## src/rtl/sync_fifo.sv

```systemverilog
// sync_fifo: single-clock FIFO with optional first-word-fall-through read, programmable
// almost-full/almost-empty thresholds, exact fill level, sticky error flags and flush.
module sync_fifo #(
    parameter int DATA_WIDTH = 16,
    parameter int ADDR_WIDTH = 4,
    parameter bit FWFT = 1'b0,
    parameter int ALMOST_FULL_THRESH = (1 << ADDR_WIDTH) - 2,
    parameter int ALMOST_EMPTY_THRESH = 2
) (
    input  logic                  clk,
    input  logic                  rst,
    input  logic                  flush,
    input  logic                  w_en,
    input  logic [DATA_WIDTH-1:0] w_in,
    output logic                  w_full,
    output logic                  w_almost_full,
    input  logic                  r_en,
    output logic [DATA_WIDTH-1:0] r_out,
    output logic                  r_empty,
    output logic                  r_almost_empty,
    output logic [ADDR_WIDTH:0]   level,
    output logic                  overflow,
    output logic                  underflow
);
    localparam int DEPTH = 1 << ADDR_WIDTH;
    localparam logic [ADDR_WIDTH:0] FULL_LVL = (ADDR_WIDTH+1)'(DEPTH);
    localparam logic [ADDR_WIDTH:0] AF_LVL = (ADDR_WIDTH+1)'(ALMOST_FULL_THRESH);
    localparam logic [ADDR_WIDTH:0] AE_LVL = (ADDR_WIDTH+1)'(ALMOST_EMPTY_THRESH);
    logic [DATA_WIDTH-1:0] mem [DEPTH];
    logic [ADDR_WIDTH:0] wp, rp, rp_n, level_n;
    logic [DATA_WIDTH-1:0] head;
    logic w_acc, r_acc, load;
    always_comb begin
        w_acc = w_en & ~w_full & ~flush;
        r_acc = r_en & ~r_empty & ~flush;
        rp_n = rp + (ADDR_WIDTH+1)'(r_acc);
        level_n = flush ? '0 : level + (ADDR_WIDTH+1)'(w_acc) - (ADDR_WIDTH+1)'(r_acc);
        // In FWFT mode the next head may be the word being written this very edge.
        head = FWFT ? ((rp_n == wp) ? w_in : mem[rp_n[ADDR_WIDTH-1:0]]) : mem[rp[ADDR_WIDTH-1:0]];
        load = FWFT ? (level_n != '0) && (r_empty || r_acc) : r_acc;
    end
    always_ff @(posedge clk)
        if (w_acc)
            mem[wp[ADDR_WIDTH-1:0]] <= w_in;
    always_ff @(posedge clk or posedge rst) begin
        if (rst) begin
            wp <= '0;
            rp <= '0;
            level <= '0;
            r_out <= '0;
            w_full <= 1'b0;
            w_almost_full <= 1'b0;
            r_empty <= 1'b1;
            r_almost_empty <= 1'b1;
            overflow <= 1'b0;
            underflow <= 1'b0;
        end else begin
            wp <= flush ? '0 : wp + (ADDR_WIDTH+1)'(w_acc);
            rp <= flush ? '0 : rp_n;
            level <= level_n;
            r_out <= flush ? '0 : load ? head : r_out;
            w_full <= level_n == FULL_LVL;
            w_almost_full <= level_n >= AF_LVL;
            r_empty <= level_n == '0;
            r_almost_empty <= level_n <= AE_LVL;
            overflow <= ~flush & (overflow | (w_en & w_full));
            underflow <= ~flush & (underflow | (r_en & r_empty));
        end
    end
endmodule

```

## config.mk

```make
export PLATFORM = sky130hd
export DESIGN_NAME = sync_fifo
export DESIGN_NICKNAME = d
export VERILOG_FILES = /design/src/rtl/sync_fifo.sv
export SDC_FILE = /design/constraint.sdc
export NUM_CORES = 1
export LEC_CHECK = 0
export ABC_AREA = 1
export BUFFER_PORTS_ARGS = -buffer_cell sky130_fd_sc_hd__buf_2
export CELL_PAD_IN_SITES_DETAIL_PLACEMENT = 0
export CELL_PAD_IN_SITES_GLOBAL_PLACEMENT = 1
export CORE_UTILIZATION = 53
export CTS_CLUSTER_SIZE = 10
export DETAILED_ROUTE_END_ITERATION = 8
export GPL_TIMING_DRIVEN = 1
export PLACE_DENSITY_LB_ADDON = 0.1
export RECOVER_POWER = 100
export SLEW_MARGIN = 5
export SYNTH_ARGS = -nofsm -noshare
export SYNTH_HDL_FRONTEND = slang
export SYNTH_SLANG_ARGS = --single-unit
```

## constraint.sdc

```tcl
create_clock -name clk -period 5.2 [get_ports clk]
set_clock_uncertainty 0.05 [all_clocks]
set_input_delay 0.52 -clock clk [delete_from_list [all_inputs] [get_ports clk]]
set_output_delay 0.52 -clock clk [all_outputs]
set_load 0.005 [all_outputs]
```

==> summary.md <==
| Metric | Value |
|---|---|
| Status | `finished, violations left` |
| Violated checks | `capacitance limit, slew limit` |
| Clock Latency Late Sink | `0.50 ns` |
| Final WS setup | `between 1 and 1.5 ns` |
| # rows | `55` |
| Hold_buf cts | `0` |
| Detail Placement HPWL | `approximately 16000 um` |
| Hold EP | `underflow` |
| Sw Share | `24.8%` |
| Slew headroom | `-44.0%` |
| Via density | `around 5` |
| Crit. End Element | `register` |
| DR WL/cell | `18.0 um` |
| Power share of the clock group | `between 30 and 40%` |
| Share of the synthesized area in the top cell type | `61.2%` |
| Seq/Total Area, Yosys | `68.2%` |
| Worst hold path type | `in2reg` |
| R2R Path Start | `rp[0]` |
| Drt drc | `0` |
| Max Slew Vio Count | `~270` |
| Max Cap Viol | `13` |
| PostCTS Resize Cnt | `0` |
| Hold depth | `3` |
| CP max FO | `60` |
| # H-tree levels | `2` |
| Die Footprint | `24300 um^2` |
| Ys flop type | `edfxtp_1` |
| Worst-Margin Slew | `2.16 ns` |
| Starting Density | `54.8%` |
| R2r setup slk | `1.40 ns` |
| Total CTS buffers | `35` |
| Antenna viol nets, final | `0` |
| Largest net degree at the start of global routing | `81` |
| Buf/Inv on CP | `2` |
| Post-route cell area | `13900 um^2` |
| Die X-Extent | `around 160 um` |
| Pre-CTS WS | `2.06 ns` |
| Diodes inserted | `0` |
| Post-CTS setup buffer count | `0` |
| Final setup TNS | `0 ns` |
| Iter 0 DRT Violations | `518` |
| Worst setup path class | `reg2reg` |
| CTS Buffer Depth | `3` |
| Drt pass-1 iters | `7` |
| TritonCTS clock tree | `built` |
| CP startpoint kind | `register` |
| CP max stage delay | `1.43 ns` |
| Crit-path slowest cell | `clkbuf_1` |
| Synthesized area | `12600 um^2` |
| Die Ht | `156 um` |
| P_sw | `approximately 1.4 mW` |
| Cell variety after synth | `23` |
| Top Family by Delay on Critical Path | `buffers and inverters` |
| Share of post-route cells with drive strength above 1 | `5.41%` |
| Ys async rst share | `between 10% and 20%` |
| Global Route Usage Sum | `around a quarter` |
| Core box area | `22900 um^2` |
| #FFs+latches synth | `approximately 290` |
| Mapped Cells | `1226` |
| Final WL | `about 29000 um` |
| Clock Pin Slew Worst Setup and Hold Paths | `0.06 ns` |
| Synth area leaders | `edfxtp_1, nand2_1, nand3_1, dfrtp_1, inv_1` |
| Unrepaired setup endpoints after global routing | `false` |
| First-pass GRT wire length | `~45000 um` |
| P&R area growth vs syn | `10.8%` |
| Most area-hungry cell type in the Yosys netlist | `edfxtp_1` |
| Yosys warns | `0` |
| Initial antenna violation count | `2` |
| CP dominant cell by count | `nand2_1` |
| I/O Buffers | `47` |
| Tot Pwr | `5.45 mW` |
| Final hold vios | `0` |
| Final critical-path share of the clock period | `73.0%` |
| GR Overflow Total | `0` |
| Reg-to-reg endpoint | `r_out[5]` |
| Number of synthesized flops with an enable pin | `256` |
| Worst vdd ir | `0.278 mV` |
| Worst endpoint required time | `around 5.6 ns` |
| P_leak | `~6.1 nW` |
| Root Driver | `clkbuf_16` |
| Share of total power in sequential cells | `roughly half` |
| Via count | `8200` |
| Final setup violation count | `0` |
| Critical path arrival | `between 4 and 5 ns` |
| Combinational share of power | `11.7%` |
| Area after DPL | `13000 um^2` |
| CTS Sinks | `between 200 and 300` |
| Syn Nets | `1257` |
| Nets | `roughly 1300` |
| R2R cell count | `10` |
| Worst hold slack | `0.248 ns` |
| Routability cong. | `0.774` |
| Internal | `4.10 mW` |
| Hold Crit Start | `r_en` |
| Final Critical Period | `about 3.8 ns` |
| Vias in the first global route | `7843` |
| Max Freq | `263 MHz` |
| Cell area power density | `roughly 390 nW/um^2` |
| Critical-path cell list | `clkinv_2 > clkbuf_1 > nand2_1 > nand2_1 > nand2_1 > nand3_1 > nand3_1 > nand2_1 > nand2_1 > nand2_1` |
| IO Count | `48` |
| Synth Area per Inst | `10.2 um^2` |
[final cells by class]
cell class	instances	area, um^2
multi-input combinational	662	2860
clock inverter	1	8.76
sequential	291	8570
inverter	219	823
fill	1934	9000
clock buffer	59	976
tap	313	392
timing repair buffer	63	288
[logic make-up after synthesis]
group           share of synthesized area [%]
compound gates                          0.438
xor+xnor                                0.139
fa+ha+maj                                1.06
buf+inv                                  9.03
flops                                    68.2
simple gates                             21.1
[routing by layer]
layer | global-route usage [%] | vias to the layer above | wire length (um)
li1 | - | 4017 | -
met1 | 34.6 | 3879 | 13100
met2 | 39.8 | 242 | 13200
met3 | 4.31 | 58 | 1770
met4 | 7.84 | 4 | 749
met5 | 2.07 | - | 27
[power groups by stage]
stage | Clock, mW | Sequential [mW] | Combinational (mW)
6_report | 2.13 | 2.68 | 0.640
5_1_grt | 2.25 | 2.69 | 0.742
4_1_cts | 2.16 | 2.68 | 0.656
3_5_place_dp | 0 | 2.73 | 0.652
3_3_place_gp | 0 | 2.73 | 0.645
2_1_floorplan | 0 | 2.71 | 0.469
[sequential cells by signal, indices dropped and copies added (netlist names)]
signal          count
w_full              1
underflow           1
r_out              16
level               5
w_almost_full       1
mem               256
overflow            1
wp                  4
r_almost_empty      1
r_empty             1
rp                  4
[placed cells by master (no fill, tap or decap), drive strengths merged]
| cell | count |
|---|---|
| buf | 27 |
| inv | 218 |
| xor2 | 1 |
| edfxtp | 256 |
| nand3 | 200 |
| nor3 | 1 |
| clkbuf | 95 |
| ha | 9 |
| nand2 | 403 |
| clkinv | 2 |
| a21oi | 7 |
| nor2 | 34 |
| o21ai | 4 |
| nand3b | 1 |
| dfrtp | 33 |
| dfstp | 2 |
| fa | 1 |
| xnor2 | 1 |
[metrics by stage]
step                      utilization, %  cells
after floorplan                        -   1226
after global placement              56.9   1548
after detailed placement            56.9   1548
after CTS                           61.2   1608
after global routing                60.7   1608
final                               60.7   1608
[worst max path at each step]
stage	from	end	slack (ns)	cells after the start
final	rp[0]	r_out[5]	1.40	10
after CTS	rp[0]	r_out[5]	2.05	10
after floorplan	flush	r_empty	2.59	12
after detailed placement	rp[0]	r_out[5]	2.06	10
after global routing	rp[0]	r_out[5]	1.07	10
after global placement	rp[0]	r_out[5]	2.13	10
[synth_stat cells (3+ instances only)]
| cell | count |
|---|---|
| o21ai_0 | 4 |
| buf_6 | 3 |
| dfrtp_1 | 33 |
| ha_1 | 9 |
| buf_2 | 28 |
| buf_4 | 14 |
| nand3_1 | 200 |
| nand2_1 | 403 |
| clkbuf_1 | 4 |
| a21oi_1 | 7 |
| edfxtp_1 | 256 |
| buf_1 | 5 |
| nor2_1 | 33 |
| inv_1 | 216 |
[worst reg2reg max path, delay by kind of cell, from the launching register on]
family,cells,cell delay (ns)
AND/OR/NAND/NOR,8,0.80
flip-flops,1,0.72
buffers and inverters,2,2.18
No activity file was read; power rests on OpenSTA's default activity.
